**src/rtl/adder_tree_accumulator.sv**
```systemverilog
// adder_tree_accumulator: sums blocks of N_SAMPLES adder-tree results
// and presents the block total and floor average over valid/ready.
module adder_tree_accumulator #(
  parameter int IN_W      = 10,
  parameter int N_SAMPLES = 4,
  localparam int LG       = $clog2(N_SAMPLES),
  localparam int ACC_W    = IN_W + LG,
  localparam int CW       = LG + 1
) (
  input  logic             clk,
  input  logic             reset,
  input  logic             in_valid,
  output logic             in_ready,
  input  logic [IN_W-1:0]  in_data,
  output logic             out_valid,
  input  logic             out_ready,
  output logic [ACC_W-1:0] out_sum,
  output logic [IN_W-1:0]  out_avg,
  output logic [CW-1:0]    sample_cnt
);

  typedef enum logic {
    ACCUM,
    HOLD
  } state_t;

  state_t           state;
  state_t           state_nxt;
  logic             accept;
  logic             last;
  logic [ACC_W-1:0] acc;
  logic [ACC_W-1:0] total;

  assign in_ready = (state == ACCUM);
  assign accept   = in_valid && in_ready;
  assign last     = (sample_cnt == CW'(N_SAMPLES - 1));
  assign total    = acc + ACC_W'(in_data);

  always_ff @(posedge clk) begin
    if (reset) state <= ACCUM;
    else       state <= state_nxt;
  end

  always_comb begin
    state_nxt = state;
    unique case (state)
      ACCUM: if (accept && last) state_nxt = HOLD;
      HOLD:  if (out_ready)      state_nxt = ACCUM;
      default: state_nxt = ACCUM;
    endcase
  end

  // acc only moves on an accepted sample, so idle in_data is never summed
  always_ff @(posedge clk) begin
    if (reset) begin
      acc        <= '0;
      sample_cnt <= '0;
      out_valid  <= 1'b0;
      out_sum    <= '0;
      out_avg    <= '0;
    end else begin
      if (accept) begin
        if (last) begin
          out_sum    <= total;
          out_avg    <= total[ACC_W-1:LG];
          out_valid  <= 1'b1;
          acc        <= '0;
          sample_cnt <= '0;
        end else begin
          acc        <= total;
          sample_cnt <= sample_cnt + CW'(1);
        end
      end
      if (out_valid && out_ready) out_valid <= 1'b0;
    end
  end

endmodule

```
**config.mk**
```make
export PLATFORM = sky130hd
export DESIGN_NAME = adder_tree_accumulator
export DESIGN_NICKNAME = d
export VERILOG_FILES = /design/src/rtl/adder_tree_accumulator.sv
export SDC_FILE = /design/constraint.sdc
export NUM_CORES = 1
export LEC_CHECK = 0
export CAP_MARGIN = 5
export CORE_MARGIN = 4
export CORE_UTILIZATION = 30
export CTS_CLUSTER_DIAMETER = 40
export DETAILED_ROUTE_END_ITERATION = 10
export MAX_ROUTING_LAYER = met4
export PLACE_DENSITY = 0.57
export SETUP_SLACK_MARGIN = 0.05
export SLEW_MARGIN = 20
export SYNTH_ARGS = -nofsm -noshare
export SYNTH_HDL_FRONTEND = slang
export SYNTH_SLANG_ARGS = --single-unit
```
**constraint.sdc**
```tcl
create_clock -name clk -period 4.35 [get_ports clk]
set_clock_uncertainty 0.1 [all_clocks]
set_input_delay 0.435 -clock clk [delete_from_list [all_inputs] [get_ports clk]]
set_output_delay 0.435 -clock clk [all_outputs]
set_load 0.02 [all_outputs]
```
---- Word-level counts from Yosys, hierarchy flattened ----
Index checks and enable logic that the tools add are counted.
storage, ports and cells
  bits in latches ......................... 0
  word-level logic and storage cells ...... 20
  RAM bits ................................ 0
  memories kept ........................... 0
  input bits .............................. 14
  memory bits (read-only) ................. 0
  register bits ........................... 39
  output and inout bits ................... 27
cells by class
  shifts and indexed selects .............. 0
  bitwise gates (word level) .............. 1
  multiply operators ...................... 0
  reduce and logical (&&, ||, !) cells .... 5
  divide/modulo/power cells ............... 0
  $add $sub $neg .......................... 2
  order comparisons ....................... 0
  mux-type cells .......................... 5
  equal/unequal tests ..................... 1
operators by type and width
  kind                                                 number
  adder 12 x 10 -> 12 bit                              1
  two-way mux 12 bit                                   1
  adder 3 x 1 -> 3 bit, second input constant          1
  equality test 3 x 2 -> 1 bit, second input constant  1
  logical AND 1 bit                                    3
  two-way mux 3 bit                                    1
  two-way mux 1 bit                                    2
  one-hot mux 1 bit (2 select lines)                   1
  AND reduction 2 bit                                  1
  OR reduction 2 bit                                   1
  inverter 1 bit                                       1

---- Longest topological paths before layout ----
  word-level depth ........................ 5
  gate-level depth with buffers ........... 7
  mapped depth without buffers ............ 7

---- Least setup slack after synthesis ----
Ideal clock, no wire load.
  path type ............................... input -> register
  start point ............................. input port in_data[0]
  end point ............................... register acc[8]
  data required time ...................... 4133 ps
  path slack .............................. 2104 ps
  stages on the path ...................... 7
  arrival time ............................ 2029 ps
  path buffers ............................ 0
  cells stage by stage .................... ha_1 -> fa_1 -> a21o_1 -> a221oi_2 -> o21ai_1 -> xor2_1 -> a22o_1
on the way
  word-level cells in the longest chain between the ends .. 2
RTL lines
  item                     RTL line  text
  start, declared          14        input logic [IN_W-1:0] in_data,
  adder 12 x 10 -> 12 bit  37        assign total = acc + ACC_W'(in_data);
  two-way mux 12 bit       63        if (last) begin
  end signal, assigned     70        acc <= total;
  end, declared            31        logic [ACC_W-1:0] acc;
Every way passes these cells.
A chain may end at the register's enable or synchronous reset.

---- Final worst setup path ----
Same ends and word-level chain as after synthesis.

==> summary.txt <==
CP max-delay cell - clkdlybuf4s50_1
post-synth top area share - 0.352
filler instances - 543
row count - 26
worst endpoint required time - 4.42 ns
status - finished, final reports clean
initial antenna violation count - 0
crit path time final - 2.53 ns
#FFs+latches synth - 29
Hold Violations, Final - 0
CTS tree - built
post-DR vias/cell - 4.98
Clk network pwr share - 0.315
global-route wire length before repair - 6.60 mm
Ant. Diodes - 0
Post-CTS Setup Inserts - 0
Netlist cell types - 44
maxcap violations - 0
main flop type after synthesis - dfxtp_1
LEAKAGE - 0.797 nW
P_sw - 210 uW
drt wl/cell - 13.2 microns
I/O Buffers - 40
GRT Total Usage - 0.131
Total Wirelength - 3.88 mm
sequential cell area - 581 sq um
Seq/Total Area, Yosys - 0.352
root buffer cell - clkbuf_8
CP max FO - 3
via count - 1465
most frequent cells in the layout - clkdlybuf4s50_1 (40), dfxtp_1 (29), nand2_1 (21), a21oi_1 (20), ha_1 (11)
sequential fraction of design power - 0.436
Mapped Area - 1650 sq um
commonest non-fill, non-tap cell in the layout - clkdlybuf4s50_1
Peak VDD IR - 0.177 mV
area leader, netlist - dfxtp_1
vias in the first global route - 1386
core area - 5200 sq um
Cell Chain, Critical Path - clkdlybuf4s50_1 -> ha_1 -> fa_1 -> a21o_1 -> a221oi_2 -> o21ai_1 -> xor2_1 -> a22o_1
Internal - 473 uW
routed length on met2 - 1.76 mm
Area Growth Syn to Fin - 28.8%
Ports - 41
Slew @ Worst Pin - 0.815 ns
GP Congestion - 0.821
maximum number of pins on one net before global-route repair - 20
Worst EP arrival - 2.60 ns
net count reported at finish - 249
critical path endpoint category - register
Setup-failing EPs final - 0
clk slew on worst S/H paths - 0.06 ns
switching part of the total - 0.307
Inserted Clock Buffers - 5
Longest Clk Path Bufs - 2
Initial Util - 0.317
M1 WL - 1.98 mm
clk_lat worst skew - 0.27 ns
Hold Slack - 0.357 ns
Multi-input gate area - 950 sq um
CTS HTree Levels - 2
DRT iter0 DRCs - 77
synth top area cells - dfxtp_1 (35%), ha_1 (8.3%), a21oi_1 (6.1%), nand2_1 (4.8%), buf_4 (4.6%)
Mean Syn Cell Area - 8.54 sq um
Slew Viols, Final - 0
Setup Crit Path Kind - input pin to register
Routed Antenna Nets - 0
CTS Sinks - 29
Pwr per Cell Area - 322 nW/um^2
DR top layer - met4
power share of the combinational group - 0.249
Cells after Synth - 193
async set or reset register ratio after synthesis - 0
Slew headroom - 0.456
chip width - 82.1 microns
EDFF count, synth - 0
worst hold path type - register to register
dpl hpwl - 2.86 mm
met3 WL - 114 microns
Syn Nets - 219
Worst Path Buf+Inv - 1
CTS hold repair buffers - 0
Max Clk Rate - 396 MHz
TNS Setup - 0 ns
Detailed Routing Iterations Pass 1 - 4
Synth Warn # - 0
layout cells sized above 1 - 0.0625
critical path's top delay family - compound AO/OA/AOI/OAI gates
Max stage delay on crit path - 0.41 ns
# resized after CTS - 0
GRT overflow - 0
# DRC - 0
Setup crit start kind - input pin
RSZ-0062 raised after global routing - false
DIE AREA - 6750 sq um
Final period util - 0.581
Die Span Y - 82.1 microns
[worst paths after layout]
path	start	end	slack, ns	cells past startpoint
min	out_sum[1]$_SDFFE_PP0P_	out_sum[1]$_SDFFE_PP0P_	0.36	2
max reg2reg	sample_cnt[0]$_SDFFE_PP0P_	out_sum[11]$_SDFFE_PP0P_	2.05	6
min reg2reg	out_sum[1]$_SDFFE_PP0P_	out_sum[1]$_SDFFE_PP0P_	0.36	2
max	in_data[0]	acc[8]$_SDFFE_PP0P_	1.82	8
[layout make-up]
cell class / instances / share of cell area
Clock inverter: 2 / 0.00471
Clock buffer: 6 / 0.0342
Timing Repair Buffer: 42 / 0.196
Inverter: 2 / 0.00354
Tap cell: 70 / 0.0412
Sequential cell: 29 / 0.273
Multi-Input combinational cell: 143 / 0.447
[flip-flops by register name, summed over array words and instances, names as in the netlist]
name / cells
acc: 12
out_valid: 1
out_sum: 12
state: 1
sample_cnt: 3
[cell usage after synthesis, types with 2 or more instances]
cell / n
clkbuf_1: 7
nor2b_1: 2
nor2_1: 10
xnor2_1: 4
a22o_1: 3
nand4_1: 3
a22oi_1: 3
nand2_1: 21
a32o_1: 3
nand3b_1: 7
o21ai_0: 9
a211oi_1: 3
buf_4: 10
or3_1: 6
and3_1: 2
a21oi_1: 20
ha_1: 11
nor3_1: 7
nand3_1: 5
buf_2: 2
a21o_1: 3
dfxtp_1: 29
nand2b_1: 2
[worst reg2reg max path, stage by stage (launching register included)]
cell	delay, ns
dfxtp_1	0.38
ha_1	0.17
nor2b_1	0.35
and2_0	0.72
nand3b_1	0.12
or3_1	0.33
nand3_1	0.08
[power by group through the flow]
stage | sequential [mW] | combinational (mW) | clock [mW]
finish | 0.298 | 0.170 | 0.215
global route | 0.300 | 0.191 | 0.240
CTS | 0.298 | 0.171 | 0.224
detailed placement | 0.304 | 0.170 | 0
global placement | 0.303 | 0.170 | 0
floorplan | 0.304 | 0.123 | 0
[kinds of logic after synthesis]
logic type,share of synthesized area
compound gates,0.222
xor+xnor,0.0266
fa+ha+maj,0.0956
buf+inv,0.0721
flops,0.352
mux,0.0129
simple gates,0.219
[layer usage]
metal | track usage | up-vias
met4 | 0.0432 | 0
li1 | - | 752
met2 | 0.190 | 23
met5 | - | -
met1 | 0.176 | 688
met3 | 0.0336 | 2
[stage by stage]
stage | utilization | instance area, sq um | worst slack (ns) | power (mW) | cells
floorplan | - | 1650 | 2.10 | 0.427 | 193
global placement | 0.392 | 2040 | 1.56 | 0.473 | 286
detailed placement | 0.392 | 2040 | 1.55 | 0.474 | 286
CTS | 0.408 | 2120 | 1.84 | 0.692 | 294
global route | 0.408 | 2120 | 1.75 | 0.731 | 294
finish | 0.408 | 2120 | 1.82 | 0.684 | 294
Power figures use the tool's default switching activity.
